--- config.mk ---
export PLATFORM = sky130hd
export DESIGN_NAME = csi2_test_pattern_gen_flat
export DESIGN_NICKNAME = d
export VERILOG_FILES = /design/src/rtl/csi2_test_pattern_gen_if.sv /design/src/rtl/csi2_test_pattern_gen.sv /design/src/flat_wrapper.sv
export SDC_FILE = /design/constraint.sdc
export NUM_CORES = 1
export LEC_CHECK = 0
export ABC_AREA = 0
export CORE_MARGIN = 2
export CORE_UTILIZATION = 35
export CTS_CLUSTER_DIAMETER = 50
export DETAILED_ROUTE_END_ITERATION = 8
export PLACE_DENSITY = 0.56
export SETUP_SLACK_MARGIN = 0.02
export SLEW_MARGIN = 20
export SYNTH_ARGS = -nofsm -noshare
export SYNTH_HDL_FRONTEND = slang
export SYNTH_SLANG_ARGS = --single-unit
--- constraint.sdc ---
create_clock -name pix_clk_i -period 3.7 [get_ports pix_clk_i]
set_input_delay 0.555 -clock pix_clk_i [delete_from_list [all_inputs] [get_ports pix_clk_i]]
set_output_delay 0.555 -clock pix_clk_i [all_outputs]
set_load 0.005 [all_outputs]
--- src/rtl/csi2_test_pattern_gen_if.sv ---
// Pixel-side bus from the test-pattern source to the pixel-to-byte converter.
// Latency: n/a (wires only); all signals are driven from registers in the master.
// Backpressure: none; the converter must accept every cycle the master drives.
interface csi2_test_pattern_gen_if #(
  parameter int PIX_WIDTH    = 10,
  parameter int NUM_PIX_LANE = 1
);
  logic                              fv_o;
  logic                              lv_o;
  logic                              dvalid_o;
  logic [PIX_WIDTH*NUM_PIX_LANE-1:0] pixdata_o;

  modport master (output fv_o, lv_o, dvalid_o, pixdata_o);
  modport slave  (input  fv_o, lv_o, dvalid_o, pixdata_o);
endinterface

--- src/rtl/csi2_test_pattern_gen.sv ---
// Frame-timing sequencer and test-pattern source standing in for a camera sensor.
// Latency: enable & synced init-done seen at edge N gives fv/busy after edge N+1; init-done sync is 2 flops.
// Backpressure: none; free-running once a frame starts, frames are never truncated.
module csi2_test_pattern_gen #(
  parameter int PIX_WIDTH    = 10,
  parameter int NUM_PIX_LANE = 1,
  parameter int H_ACTIVE     = 160,
  parameter int H_BLANK      = 40,
  parameter int V_ACTIVE     = 120,
  parameter int V_FRONT      = 16,
  parameter int V_BACK       = 16,
  parameter int V_BLANK      = 64
) (
  input  logic                    pix_clk_i,
  input  logic                    reset_n_i,
  input  logic                    enable_i,
  input  logic                    tinit_done_i,
  input  logic [1:0]              pattern_i,
  csi2_test_pattern_gen_if.master pix,
  output logic [15:0]             frame_cnt_o,
  output logic                    busy_o
);
  localparam int DW      = PIX_WIDTH * NUM_PIX_LANE;
  localparam int BAR_LEN = H_ACTIVE / 8;
  localparam int MAX_A   = (V_FRONT > H_BLANK) ? V_FRONT : H_BLANK;
  localparam int MAX_B   = (V_BACK > V_BLANK) ? V_BACK : V_BLANK;
  localparam int MAX_D   = (MAX_A > MAX_B) ? MAX_A : MAX_B;
  localparam int CW      = $clog2(MAX_D + 1);
  // x and y keep at least 4 bits so the checkerboard can always use bit 3.
  localparam int XW      = ($clog2(H_ACTIVE) > 4) ? $clog2(H_ACTIVE) : 4;
  localparam int YW      = ($clog2(V_ACTIVE) > 4) ? $clog2(V_ACTIVE) : 4;
  localparam int SW      = $clog2(BAR_LEN + 1);

  typedef enum logic [2:0] {
    S_IDLE, S_FV_LEAD, S_LINE, S_HBLANK, S_FV_TRAIL, S_VBLANK
  } state_t;

  state_t               state;
  logic [CW-1:0]        cnt;
  logic [XW-1:0]        x, nx;
  logic [YW-1:0]        y;
  logic [2:0]           bar, nbar;
  logic [SW-1:0]        sub, nsub;
  logic [1:0]           pattern_q;
  logic [1:0]           sync;
  logic                 rdy, start, frame_go, line_first, line_load;
  logic                 fv_q, lv_q;
  logic [DW-1:0]        pix_q, pix_next;
  logic [PIX_WIDTH-1:0] lane;

  assign rdy   = sync[1];
  assign start = enable_i & rdy;

  // A frame may only begin from idle or at the very end of vertical blanking.
  assign frame_go   = start & ((state == S_IDLE) |
                               ((state == S_VBLANK) & (cnt == CW'(V_BLANK - 1))));
  // The next cycle is the first active cycle of a line.
  assign line_first = ((state == S_FV_LEAD) & (cnt == CW'(V_FRONT - 1))) |
                      ((state == S_HBLANK)  & (cnt == CW'(H_BLANK - 1)));
  // The next cycle is an active cycle (first or continuing).
  assign line_load  = line_first | ((state == S_LINE) & (x != XW'(H_ACTIVE - 1)));

  assign pix.fv_o      = fv_q;
  assign pix.lv_o      = lv_q;
  assign pix.dvalid_o  = lv_q;
  assign pix.pixdata_o = pix_q;

  // Two-flop synchronizer for the asynchronous D-PHY init-done flag.
  always_ff @(posedge pix_clk_i or negedge reset_n_i) begin
    if (!reset_n_i) sync <= 2'b00;
    else            sync <= {sync[0], tinit_done_i};
  end

  // Position of the next active cycle; bar advances every BAR_LEN cycles without a divider.
  always_comb begin
    nx   = '0;
    nbar = '0;
    nsub = '0;
    if (!line_first) begin
      nx = x + 1'b1;
      if (sub == SW'(BAR_LEN - 1)) begin
        nbar = bar + 1'b1;
      end else begin
        nbar = bar;
        nsub = sub + 1'b1;
      end
    end
  end

  // Pixel value for the next active cycle, one lane slice at a time.
  always_comb begin
    pix_next = '0;
    lane     = '0;
    for (int k = 0; k < NUM_PIX_LANE; k++) begin
      case (pattern_q)
        2'd0:    lane = PIX_WIDTH'(32'(nx) * NUM_PIX_LANE + k);
        2'd1:    lane = PIX_WIDTH'(y);
        2'd2:    lane = PIX_WIDTH'(32'(nbar) << (PIX_WIDTH - 3));
        default: lane = {PIX_WIDTH{nx[3] ^ y[3] ^ frame_cnt_o[0]}};
      endcase
      pix_next[k*PIX_WIDTH +: PIX_WIDTH] = lane;
    end
  end

  // Frame sequencer: state, counters and all registered outputs move together.
  always_ff @(posedge pix_clk_i or negedge reset_n_i) begin
    if (!reset_n_i) begin
      state       <= S_IDLE;
      cnt         <= '0;
      x           <= '0;
      y           <= '0;
      bar         <= '0;
      sub         <= '0;
      pattern_q   <= '0;
      fv_q        <= 1'b0;
      lv_q        <= 1'b0;
      pix_q       <= '0;
      frame_cnt_o <= '0;
      busy_o      <= 1'b0;
    end else begin
      cnt <= cnt + 1'b1;
      if (line_load) begin
        x     <= nx;
        bar   <= nbar;
        sub   <= nsub;
        pix_q <= pix_next;
      end else begin
        pix_q <= '0;
      end
      if (frame_go) begin
        state     <= S_FV_LEAD;
        cnt       <= '0;
        y         <= '0;
        pattern_q <= pattern_i;
        fv_q      <= 1'b1;
        busy_o    <= 1'b1;
      end else begin
        case (state)
          S_IDLE: begin
          end
          S_FV_LEAD, S_HBLANK: begin
            if (line_first) begin
              state <= S_LINE;
              lv_q  <= 1'b1;
            end
          end
          S_LINE: begin
            if (!line_load) begin
              lv_q <= 1'b0;
              cnt  <= '0;
              if (y == YW'(V_ACTIVE - 1)) begin
                state <= S_FV_TRAIL;
              end else begin
                state <= S_HBLANK;
                y     <= y + 1'b1;
              end
            end
          end
          S_FV_TRAIL: begin
            if (cnt == CW'(V_BACK - 1)) begin
              state       <= S_VBLANK;
              cnt         <= '0;
              fv_q        <= 1'b0;
              frame_cnt_o <= frame_cnt_o + 1'b1;
            end
          end
          S_VBLANK: begin
            if (cnt == CW'(V_BLANK - 1)) begin
              state  <= S_IDLE;
              busy_o <= 1'b0;
            end
          end
          default: begin
            state  <= S_IDLE;
            fv_q   <= 1'b0;
            lv_q   <= 1'b0;
            busy_o <= 1'b0;
          end
        endcase
      end
    end
  end
endmodule

--- src/flat_wrapper.sv ---
// flat-port wrapper written by rule: the top's interface ports become plain ports
module csi2_test_pattern_gen_flat 
#(
  parameter int PIX_WIDTH    = 10,
  parameter int NUM_PIX_LANE = 1,
  parameter int H_ACTIVE     = 160,
  parameter int H_BLANK      = 40,
  parameter int V_ACTIVE     = 120,
  parameter int V_FRONT      = 16,
  parameter int V_BACK       = 16,
  parameter int V_BLANK      = 64
)
  (pix_clk_i, reset_n_i, enable_i, tinit_done_i, pattern_i, frame_cnt_o, busy_o, pix_fv_o, pix_lv_o, pix_dvalid_o, pix_pixdata_o);
  csi2_test_pattern_gen_if #(.PIX_WIDTH(PIX_WIDTH), .NUM_PIX_LANE(NUM_PIX_LANE)) pix_i ();
  input  logic pix_clk_i;
  input  logic reset_n_i;
  input  logic enable_i;
  input  logic tinit_done_i;
  input  logic [1:0] pattern_i;
  output logic [15:0] frame_cnt_o;
  output logic busy_o;
  output wire logic [$bits(pix_i.fv_o)-1:0] pix_fv_o;
  output wire logic [$bits(pix_i.lv_o)-1:0] pix_lv_o;
  output wire logic [$bits(pix_i.dvalid_o)-1:0] pix_dvalid_o;
  output wire logic [$bits(pix_i.pixdata_o)-1:0] pix_pixdata_o;
  assign pix_fv_o = pix_i.fv_o;
  assign pix_lv_o = pix_i.lv_o;
  assign pix_dvalid_o = pix_i.dvalid_o;
  assign pix_pixdata_o = pix_i.pixdata_o;
  csi2_test_pattern_gen #(.PIX_WIDTH(PIX_WIDTH), .NUM_PIX_LANE(NUM_PIX_LANE), .H_ACTIVE(H_ACTIVE), .H_BLANK(H_BLANK), .V_ACTIVE(V_ACTIVE), .V_FRONT(V_FRONT), .V_BACK(V_BACK), .V_BLANK(V_BLANK)) u_core (.pix_clk_i(pix_clk_i), .reset_n_i(reset_n_i), .enable_i(enable_i), .tinit_done_i(tinit_done_i), .pattern_i(pattern_i), .pix(pix_i), .frame_cnt_o(frame_cnt_o), .busy_o(busy_o));
endmodule
# --- Word-level counts from Yosys, hierarchy flattened ---
# Index checks and enable logic that the tools add are counted.
totals:
  ff_bits: 66
  inputBits: 6
op_classes:
  add_sub_neg: 6
  n_eq_ne: 24
  n_mux: 31
  bitwise_logic: 13
  n_reduce_logical: 13
ops:
  columns: ["operator", "n"]
  rows:
  - ["7-bit 2-to-1 mux", 7]
  - ["10-bit one-hot mux with 3 select lines", 1]
  - ["3-bit 2-to-1 mux", 8]
  - ["16-bit by 1-bit adder with 16-bit output (second input constant)", 1]
  - ["3-bit one-hot mux with 5 select lines", 1]
  - ["7-bit by 1-bit adder with 7-bit output (second input constant)", 2]
  - ["7-bit by 6-bit == test with 1-bit output (second input constant)", 2]
  - ["7-bit one-hot mux with 2 select lines", 1]
  - ["2-bit by 1-bit != test with 1-bit output (second input constant)", 6]
  - ["10-bit 2-to-1 mux", 1]
  - ["5-bit 2-to-1 mux", 2]
  - ["5-bit OR reduction", 2]
  - ["8-bit by 1-bit adder with 8-bit output (second input constant)", 1]
  - ["8-bit 2-to-1 mux", 1]
  - ["8-bit != test (second input constant)", 1]
  - ["7-bit by 4-bit == test with 1-bit output (second input constant)", 1]
  - ["7-bit == test (second input constant)", 1]
  - ["1-bit bitwise AND", 6]
  - ["3-bit by 2-bit == test with 1-bit output (second input constant)", 2]
  - ["3-bit == test (second input constant)", 2]
  - ["1-bit 2-to-1 mux", 6]
  - ["3-bit by 1-bit != test with 1-bit output (second input constant)", 2]
  - ["3-bit by 2-bit != test with 1-bit output (second input constant)", 2]
  - ["3-bit AND reduction", 2]
  - ["other kinds (20)", 26]

# --- Logic depth before layout (Yosys ltp) ---
# Gate-level depths: netlist (run 1).
depth:
  depth_word: 8
  ltp_mapped: 7
  mapped_depth_nobuf: 6

# --- Worst setup path before layout (run 1) ---
# OpenSTA, ideal clock, no wires.
synth_timing:
  path_kind: "register to register"
  start: "register u_core.state[0]"
  end: "register u_core.y[0]"
  arrival_time_ps: 1671
  period_less_slack_ps: 1796
  stages_incl_launch_ff: 7
  setup_ps: 125
  setup_slack_ps: 1904
  cell_sequence: "dfrtp_1 -> buf_6 -> or3b_4 -> nor3_4 -> and2_1 -> nor2_1 -> mux2_2"
synth_via:
  elab_chain_cells: 6
synth_rtl:
  columns: ["item", "line", "text"]
  rows:
  - ["start: declaration", "csi2_test_pattern_gen.sv:38", "state_t state;"]
  - ["start signal: assignment", "csi2_test_pattern_gen.sv:108", "state <= S_IDLE;"]
  - ["start signal: assignment", "csi2_test_pattern_gen.sv:131", "state <= S_FV_LEAD;"]
  - ["start signal: assignment", "csi2_test_pattern_gen.sv:143", "state <= S_LINE;"]
  - ["3-bit by 1-bit == test with 1-bit output (tied with other cells)", "csi2_test_pattern_gen.sv:58", "assign line_first = ((state == S_FV_LEAD) & (cnt == CW'(V_FRONT - 1))) |"]
  - ["1-bit bitwise AND (on tied branches)", "csi2_test_pattern_gen.sv:58, csi2_test_pattern_gen.sv:56, csi2_test_pattern_gen.sv:59", null]
  - ["1-bit OR (on tied branches)", "csi2_test_pattern_gen.sv:58, csi2_test_pattern_gen.sv:55", null]
  - ["1-bit OR or 1-bit bitwise AND (tied branches)", "csi2_test_pattern_gen.sv:61, csi2_test_pattern_gen.sv:55", null]
  - ["2-bit by 1-bit != test with 1-bit output (no line) or 2-bit nonzero test (tied branches)", null, null]
  - ["3-bit AND reduction (no line)", null, null]
  - ["end signal: assignment", "csi2_test_pattern_gen.sv:155", "y <= y + 1'b1;"]
  - ["end: declaration", "csi2_test_pattern_gen.sv:41", "logic [YW-1:0] y;"]
# Several ways; a longest one is shown, not always the timed one.
# A chain may end at the register's enable or synchronous reset.

# --- Worst setup path in the final report (run 1) ---
layout_timing:
  start: "register u_core.state[1]"
  end: "register u_core.pix_q[9] (netlist: u_core.pix.pixdata_o[9])"
layout_via:
  elab_chain_cells: 8
layout_rtl:
  columns: ["item", "line", "text"]
  rows:
  - ["3-bit by 1-bit == test with 1-bit output or 3-bit by 2-bit == test with 1-bit output (tied branches)", "csi2_test_pattern_gen.sv:58, csi2_test_pattern_gen.sv:59", null]
  - ["1-bit bitwise AND (on tied branches)", "csi2_test_pattern_gen.sv:58, csi2_test_pattern_gen.sv:59", null]
  - ["1-bit OR", "csi2_test_pattern_gen.sv:58", null]
  - ["8-bit 2-to-1 mux", "csi2_test_pattern_gen.sv:79", "if (!line_first) begin"]
  - ["1-bit bitwise XOR (2 in a row)", "csi2_test_pattern_gen.sv:99", "default: lane = {PIX_WIDTH{nx[3] ^ y[3] ^ frame_cnt_o[0]}};"]
  - ["10-bit one-hot mux with 3 select lines", "csi2_test_pattern_gen.sv:95", "case (pattern_q)"]
  - ["10-bit 2-to-1 mux (*)", "csi2_test_pattern_gen.sv:122", "if (line_load) begin"]
  - ["end signal: assignment", "csi2_test_pattern_gen.sv:126", "pix_q <= pix_next;"]
  - ["end: declaration", "csi2_test_pattern_gen.sv:48", "logic [DW-1:0] pix_q, pix_next;"]
# Mark *: on every way between the ends. The rest lies on a longest branch, timed or not.

==> results of run 1 <==
-- cells by family after synthesis --
group,after synthesis,synth area share (%)
AOI/OAI and AO/OA,49,9.475
xor gates and xnor gates,44,11.49
adders and majority gates,6,2.238
buffers and inverters,17,2.797
DFF,66,49.24
muxes,4,1.268
and+or+nand+nor,143,23.50
-- placed cells by master, fill, tap and decap left out, types with 2 or more instances in the layout --
cell type,count
a211o_1,3
a21oi_1,14
a31oi_1,2
a32oi_1,3
and2_1,3
and3_1,8
and4_1,2
buf_4,6
clkbuf_8,9
clkdlybuf4s50_1,34
clkinv_4,4
dfrtp_1,66
ha_1,6
inv_1,3
mux2_2,2
mux2i_1,2
nand2_1,30
nand2b_1,3
nand3_1,10
nand3b_1,2
nand4_1,9
nand4bb_1,2
nor2_1,42
nor2b_1,5
nor3_1,5
nor3_4,2
o21ai_0,12
o22ai_1,3
o31ai_1,2
or2_2,3
or3b_1,2
xnor2_1,27
xor2_1,17
-- power groups by stage --
stage / sequential (mW) / combinational, mW / clock, mW
floorplan: 0.973 / 0.462 / 0
global placement: 1.04 / 0.571 / 0
detailed placement: 1.05 / 0.581 / 0
CTS: 1.03 / 0.587 / 0.640
global route: 1.06 / 0.658 / 0.681
finish: 1.04 / 0.576 / 0.618
-- registers in the layout (all words and copies together), names as in the netlist, 2 cells and up --
signal,count
u_core.state,3
u_core.sync,2
u_core.pattern_q,2
u_core.frame_cnt_o,16
u_core.y,7
u_core.cnt,7
u_core.bar,3
u_core.pix.pixdata_o,10
u_core.sub,5
u_core.x,8
-- per-layer routing --
metal  GRT usage, %  up-vias  share of wire (%)
met3          4.514       11                4.2
li1               -     1224                  -
met1          19.45     1184                 49
met2          22.62       36                 46
met4          4.513        0                1.1
met5              0        -                  0
-- worst register-to-register path, stage by stage (launching register included) --
cell,delay [ns]
dfrtp_1,0.51
or3b_1,0.47
a211oi_4,0.70
nand2b_2,0.31
nand3_4,0.12
nor3b_2,0.16
-- cell usage after synthesis, types with 2 or more instances --
master,instances
a31oi_1,2
o21ai_0,12
nor3_4,2
xnor2_1,27
and2_1,3
nand4_1,9
nand4bb_1,2
buf_2,3
nand3b_1,2
or2_2,3
inv_1,3
clkbuf_1,5
and3_1,8
ha_1,6
or3b_1,2
nand2_1,30
a211o_1,3
mux2i_1,2
nor2b_1,5
a32oi_1,3
nor3_1,5
and4_1,2
dfrtp_1,66
o22ai_1,3
a21oi_1,14
nand3_1,10
mux2_2,2
xor2_1,17
buf_4,5
o31ai_1,2
nand2b_1,3
nor2_1,42
-- final timing paths --
check                                start  slack [ns]                 endpoint  depth (start not counted)
min in group pix_clk_i      u_core.sync[0]        0.36           u_core.sync[1]                          0
setup reg to reg           u_core.state[1]        1.37  u_core.pix.pixdata_o[9]                          5
setup / recovery           u_core.state[1]        1.37  u_core.pix.pixdata_o[9]                          5
max in group asynchronous        reset_n_i        2.63  u_core.pix.pixdata_o[0]                          2
hold / removal                   reset_n_i        0.29          u_core.state[2]                          1
hold reg to reg             u_core.sync[0]        0.36           u_core.sync[1]                          0
-- area by class of cell --
class,count,area (µm²),area share [%]
inverter,3,11.26,0.2797
tap,129,161.4,4.009
clock inverter,7,78.83,1.958
sequential,66,1652,41.02
timing repair buffer,41,390.4,9.695
clock buffer,9,123.9,3.076
multi-input combinational,246,1609,39.96
==> summary.md, run 1 <==
| Metric | Value |
|---|---|
| RSZ-0062 raised after global routing | no |
| Max-cap violation count | 0 |
| Placer Congestion | 0.7821 |
| CP Capture Type | register |
| TritonRoute pass-1 iters | 4 |
| CTS sink cnt | 66 |
| Yosys cell types | 58 |
| Ratio of cells with drive above 1 in the final layout | 10.22% |
| EDFF count, synth | 0 |
| Dpl hpwl | 4736 µm |
| PD cells | 553.7 nW/µm² |
| Boundary Pins | 36 |
| Post-CTS resize count | 0 |
| Worst endpoint required time | 3.97 ns |
| Root Buffer | clkbuf_8 |
| Post-layout util | 43.37% |
| Part of the power in registers | 46.4% |
| Total GRT Usage | 14.52% |
| First-pass GRT wire length | 11710 µm |
| DRC violation count after routing | 0 |
| HP Class | input port to asynchronous set/reset pin |
| Average size of a mapped cell | 10.20 µm² |
| Worst hold slack | 0.2906 ns |
| Final cell count without fillers | 501 |
| Slowest stage cell on the critical path | a211oi_4 |
| Postcts setup bufs | 0 |
| Pwr Total | 2.229 mW |
| Crit start category | register |
| Fillers | 937 |
| Sw Pwr | 785.2 µW |
| Max-slew headroom | 46.72% |
| TritonCTS clock tree | done |
| Seq/Total Area, Yosys | 49.24% |
| Largest net degree at the start of global routing | 36 |
| Initial antenna violation count | 0 |
| Ys flop type | dfrtp_1 |
| Mapped Cells | 329 |
| Synth warn | 0 |
| GR Overflow Total | 0 |
| Crit path max-delay family | simple AND/OR/NAND/NOR gates |
| Internal power | 1.444 mW |
| Setup TNS Final | 0 ns |
| Row cnt | 35 |
| Full die area | 10380 µm² |
| Placed instance area | 3824 µm² |
| Clk slew on worst S/H paths | 0.08 ns |
| Syn Nets | 341 |
| Post-DR wirelength/cell | 13.69 µm |
| H-tree depth | 3 |
| Synth Register Bits | 66 |
| Synth async-reset ratio | 100.0% |
| Port Buf Inserts | 35 |
| Clock Path Buffers | 2 |
| Final worst path period share | 63.05% |
| Max rail drop VDD | 0.0002191 V |
| Switching portion of total power | 35.22% |
| Clock power frac | 27.7% |
| Static leakage | 1.718 nW |
| Worst Tran Pin Value | 0.7993 ns |
| Top post-synthesis cells by area | dfrtp_1 49%, xnor2_1 7.0%, nor2_1 4.7% |
| ANT nets after route | 0 |
| Cts hold-fix bufs | 0 |
| Final setup viols | 0 |
| Hold violation count in the final report | 0 |
| Worst setup margin | 1.367 ns |
| Fin area | 4026 µm² |
| Combinational group share of total power | 25.8% |
| Latest clock arrival within the worst-skew pair | 0.35 ns |
| Mapped cell area | 3354 µm² |
| Initial Util | 36.13% |
| Post-detailed-routing wire length | 6859 µm |
| Min cycle time layout | 2.333 ns |
| Area leader, netlist | dfrtp_1 |
| Fin nets | 379 |
| Vias in the first global route | 2390 |
| Vias/cell | 4.900 |
| Ant. Diodes | 0 |
| Via count | 2455 |
| Core ar. | 9284 µm² |
| Layout Area Growth over Synthesis | 20.03% |
| Max-slew violation count | 0 |
| F_max | 428.6 MHz |
| Pre-CTS setup slack | 1.356 ns |
| Placed insts | 485 |
| Die W | 101.9 µm |
| First DRT Iteration DRCs | 66 |
| Crit path cell chain | or3b_1, a211oi_4, nand2b_2, nand3_4, nor3b_2 |
| Die height | 101.9 µm |
| Total CTS buffers | 9 |
| Area fraction of the dominant cell type after synthesis | 49.24% |
| Final setup skew | 0.01353 ns |
| Crit path max fanout | 19 |
| Outcome | complete, no violations |
| Crit Path Class | register to register |
| CP bufs+invs | 0 |
| Worst EP arrival | 2.61 ns |
| Slowest stage delay, CP | 0.70 ns |
Note: power is estimated with default switching activity, not from simulation.
==> run 2: changes to the inputs <==
--- a/config.mk
+++ b/config.mk
@@ -10,7 +10,7 @@
 export CORE_UTILIZATION = 35
 export CTS_CLUSTER_DIAMETER = 50
 export DETAILED_ROUTE_END_ITERATION = 8
-export PLACE_DENSITY = 0.56
+export PLACE_DENSITY = 0.58
 export SETUP_SLACK_MARGIN = 0.02
 export SLEW_MARGIN = 20
 export SYNTH_ARGS = -nofsm -noshare
==> constraint.sdc (replaced) <==
create_clock -name pix_clk_i -period 2 [get_ports pix_clk_i]
set_input_delay 0.3 -clock pix_clk_i [delete_from_list [all_inputs] [get_ports pix_clk_i]]
set_output_delay 0.3 -clock pix_clk_i [all_outputs]
set_load 0.005 [all_outputs]
==> run 2 against run 1 <==
  * Hold slack better by 0.061 ns
  * Non-clock buffer count up 18
  * Clock skew down 0.0063 ns
  * Count of clock-buffer cells in the layout unchanged
  * First-iteration DRC count up 65%
  * Sequential power up 76%
  * Critical endpoint is now u_core.frame_cnt_o[14]
  * Largest cell class unchanged
  * Largest power group unchanged
  * Highest routed layer unchanged
==> summary.md, run 2 (same netlist as run 1, synthesis figures left out) <==
| Metric | Value |
|---|---|
| Outcome | complete, no violations |
| Full die area | 10380 µm² |
| Root Buffer | clkbuf_8 |
| Most common cell after layout, fill and taps aside | dfrtp_1 |
| CP Capture Type | register |
| Max-slew violation count | 0 |
| Final setup skew | 0.007208 ns |
| Crit start category | register |
| Pwr Total | 4.388 mW |
| Initial antenna violation count | 0 |
| Max-slew headroom | 64.12% |
| Core ar. | 9284 µm² |
| Reg2Reg Capture Point | u_core.frame_cnt_o[14] |
| Vias/cell | 4.867 |
| Vias in the first global route | 2469 |
| Setup TNS Final | 0 ns |
| Total GRT Usage | 14.62% |
| Max FFs per register | 16 |
| FF-to-FF path depth | 6 |
| Area of the multi-input gates | 1642 µm² |
| Placer Congestion | 0.8367 |
| Clock Path Buffers | 2 |
| PD cells | 1040 nW/µm² |
| Ratio of cells with drive above 1 in the final layout | 16.41% |
| Die W | 101.9 µm |
| F_max | 532.7 MHz |
| Worst hold start | u_core.sync[0] |
| Clk slew on worst S/H paths | 0.08 ns |
| Max-cap violation count | 0 |
| Post-DR wirelength/cell | 13.55 µm |
| Final setup viols | 0 |
| Crit path max fanout | 13 |
| Hold Crit Depth | 0 |
| ANT nets after route | 0 |
| TritonCTS clock tree | done |
| H-tree depth | 3 |
| Row cnt | 35 |
| Dpl hpwl | 5075 µm |
| Most frequent cells in the layout | 65 x dfrtp_1, 42 x nor2_1, 34 x clkdlybuf4s50_1 |
| Worst EP arrival | 2.12 ns |
| DRC violation count after routing | 0 |
| Crit Path Class | register to register |
| GR Overflow Total | 0 |
| Total CTS buffers | 9 |
| Port Buf Inserts | 35 |
| Static leakage | 1.807 nW |
| Initial Util | 36.13% |
| R2R Setup Slk | 0.12 ns |
| HP Class | register to register |
| Hold violation count in the final report | 0 |
| First DRT Iteration DRCs | 109 |
| Max rail drop VDD | 0.0003540 V |
| Via count | 2526 |
| First-pass GRT wire length | 11850 µm |
| Endpoint, Worst Hold | u_core.sync[1] |
| FF-to-FF Start | u_core.state[1] |
| Fillers | 911 |
| Worst endpoint required time | 2.24 ns |
| Die height | 101.9 µm |
| Placed instance area | 3944 µm² |
| Fin area | 4220 µm² |
| RSZ-0062 raised after global routing | no |
| Most flops, register | u_core.frame_cnt_o |
| TritonRoute pass-1 iters | 4 |
| Reg area | 1653 µm² |
| Fin nets | 397 |
| Latest clock arrival within the worst-skew pair | 0.35 ns |
| Largest net degree at the start of global routing | 43 |
| CTS sink cnt | 66 |
| Final worst path period share | 93.86% |
| Min cycle time layout | 1.877 ns |
| Layout Area Growth over Synthesis | 25.81% |
| Worst Tran Pin Value | 0.5382 ns |
| Ant. Diodes | 0 |
| Boundary Pins | 36 |
| Post-detailed-routing wire length | 7031 µm |
==> run 2: power by group <==
part / internal, mW / switching [mW] / total, mW
registers: 1.58 / 0.251 / 1.83
clock network: 0.712 / 0.569 / 1.28
logic: 0.599 / 0.677 / 1.28
total: 2.89 / 1.50 / 4.39
==> run 2: critical path: stages, from the launching register on <==
cell	delay (ns)
dfrtp_1	0.38
buf_4	0.18
or3b_1	0.46
nor3_4	0.18
and4_2	0.32
nand3_1	0.11
xnor2_1	0.14
==> run 2: metrics by stage <==
step / utilization (%) / hold WS [ns] / setup slack [ns] / cells
floorplan: - / 0.004409 / 0.2044 / 329
CTS: 45.01 / 0.3555 / 0.06565 / 518
detailed placement: 42.48 / 0.3152 / 0.1027 / 501
global route: 45.46 / 0.3709 / 0.02487 / 519
global placement: 42.48 / 0.3167 / 0.1371 / 501
finish: 45.46 / 0.3517 / 0.1228 / 519
==> run 2: area by class of cell <==
type                    instances  area share [%]
multi-input cells             246           38.90
repair buffers                 59           12.51
inverters                       3          0.2668
flip-flops and latches         66           39.16
well taps                     129           3.824
clock inverters                 7           2.401
clock buffers                   9           2.935
==> run 2: what timing repair did <==
item	CTS	global route
hold endpoints to repair	24	0
buffers inserted	0	1
resized for setup	0	9
hold buffers	1	0
endpoints found under the setup margin	0	21
==> run 2: worst max path at each step <==
stage	start	endpoint	slack, ns
after global placement	u_core.y[0]	u_core.state[1]	0.14
final	u_core.state[1]	u_core.frame_cnt_o[14]	0.12
after global routing	u_core.state[1]	u_core.frame_cnt_o[8]	0.02
after floorplan	u_core.state[0]	u_core.y[0]	0.20
after CTS	u_core.y[0]	u_core.state[1]	0.07
after detailed placement	u_core.state[2]	u_core.frame_cnt_o[14]	0.10
==> run 2: layer usage <==
layer / up-vias / track usage [%] / wire, µm
met5: - / 0 / 0
met4: 0 / 5.026 / 108
met3: 8 / 4.309 / 196
met2: 30 / 22.47 / 3269
met1: 1228 / 19.80 / 3457
li1: 1260 / - / -
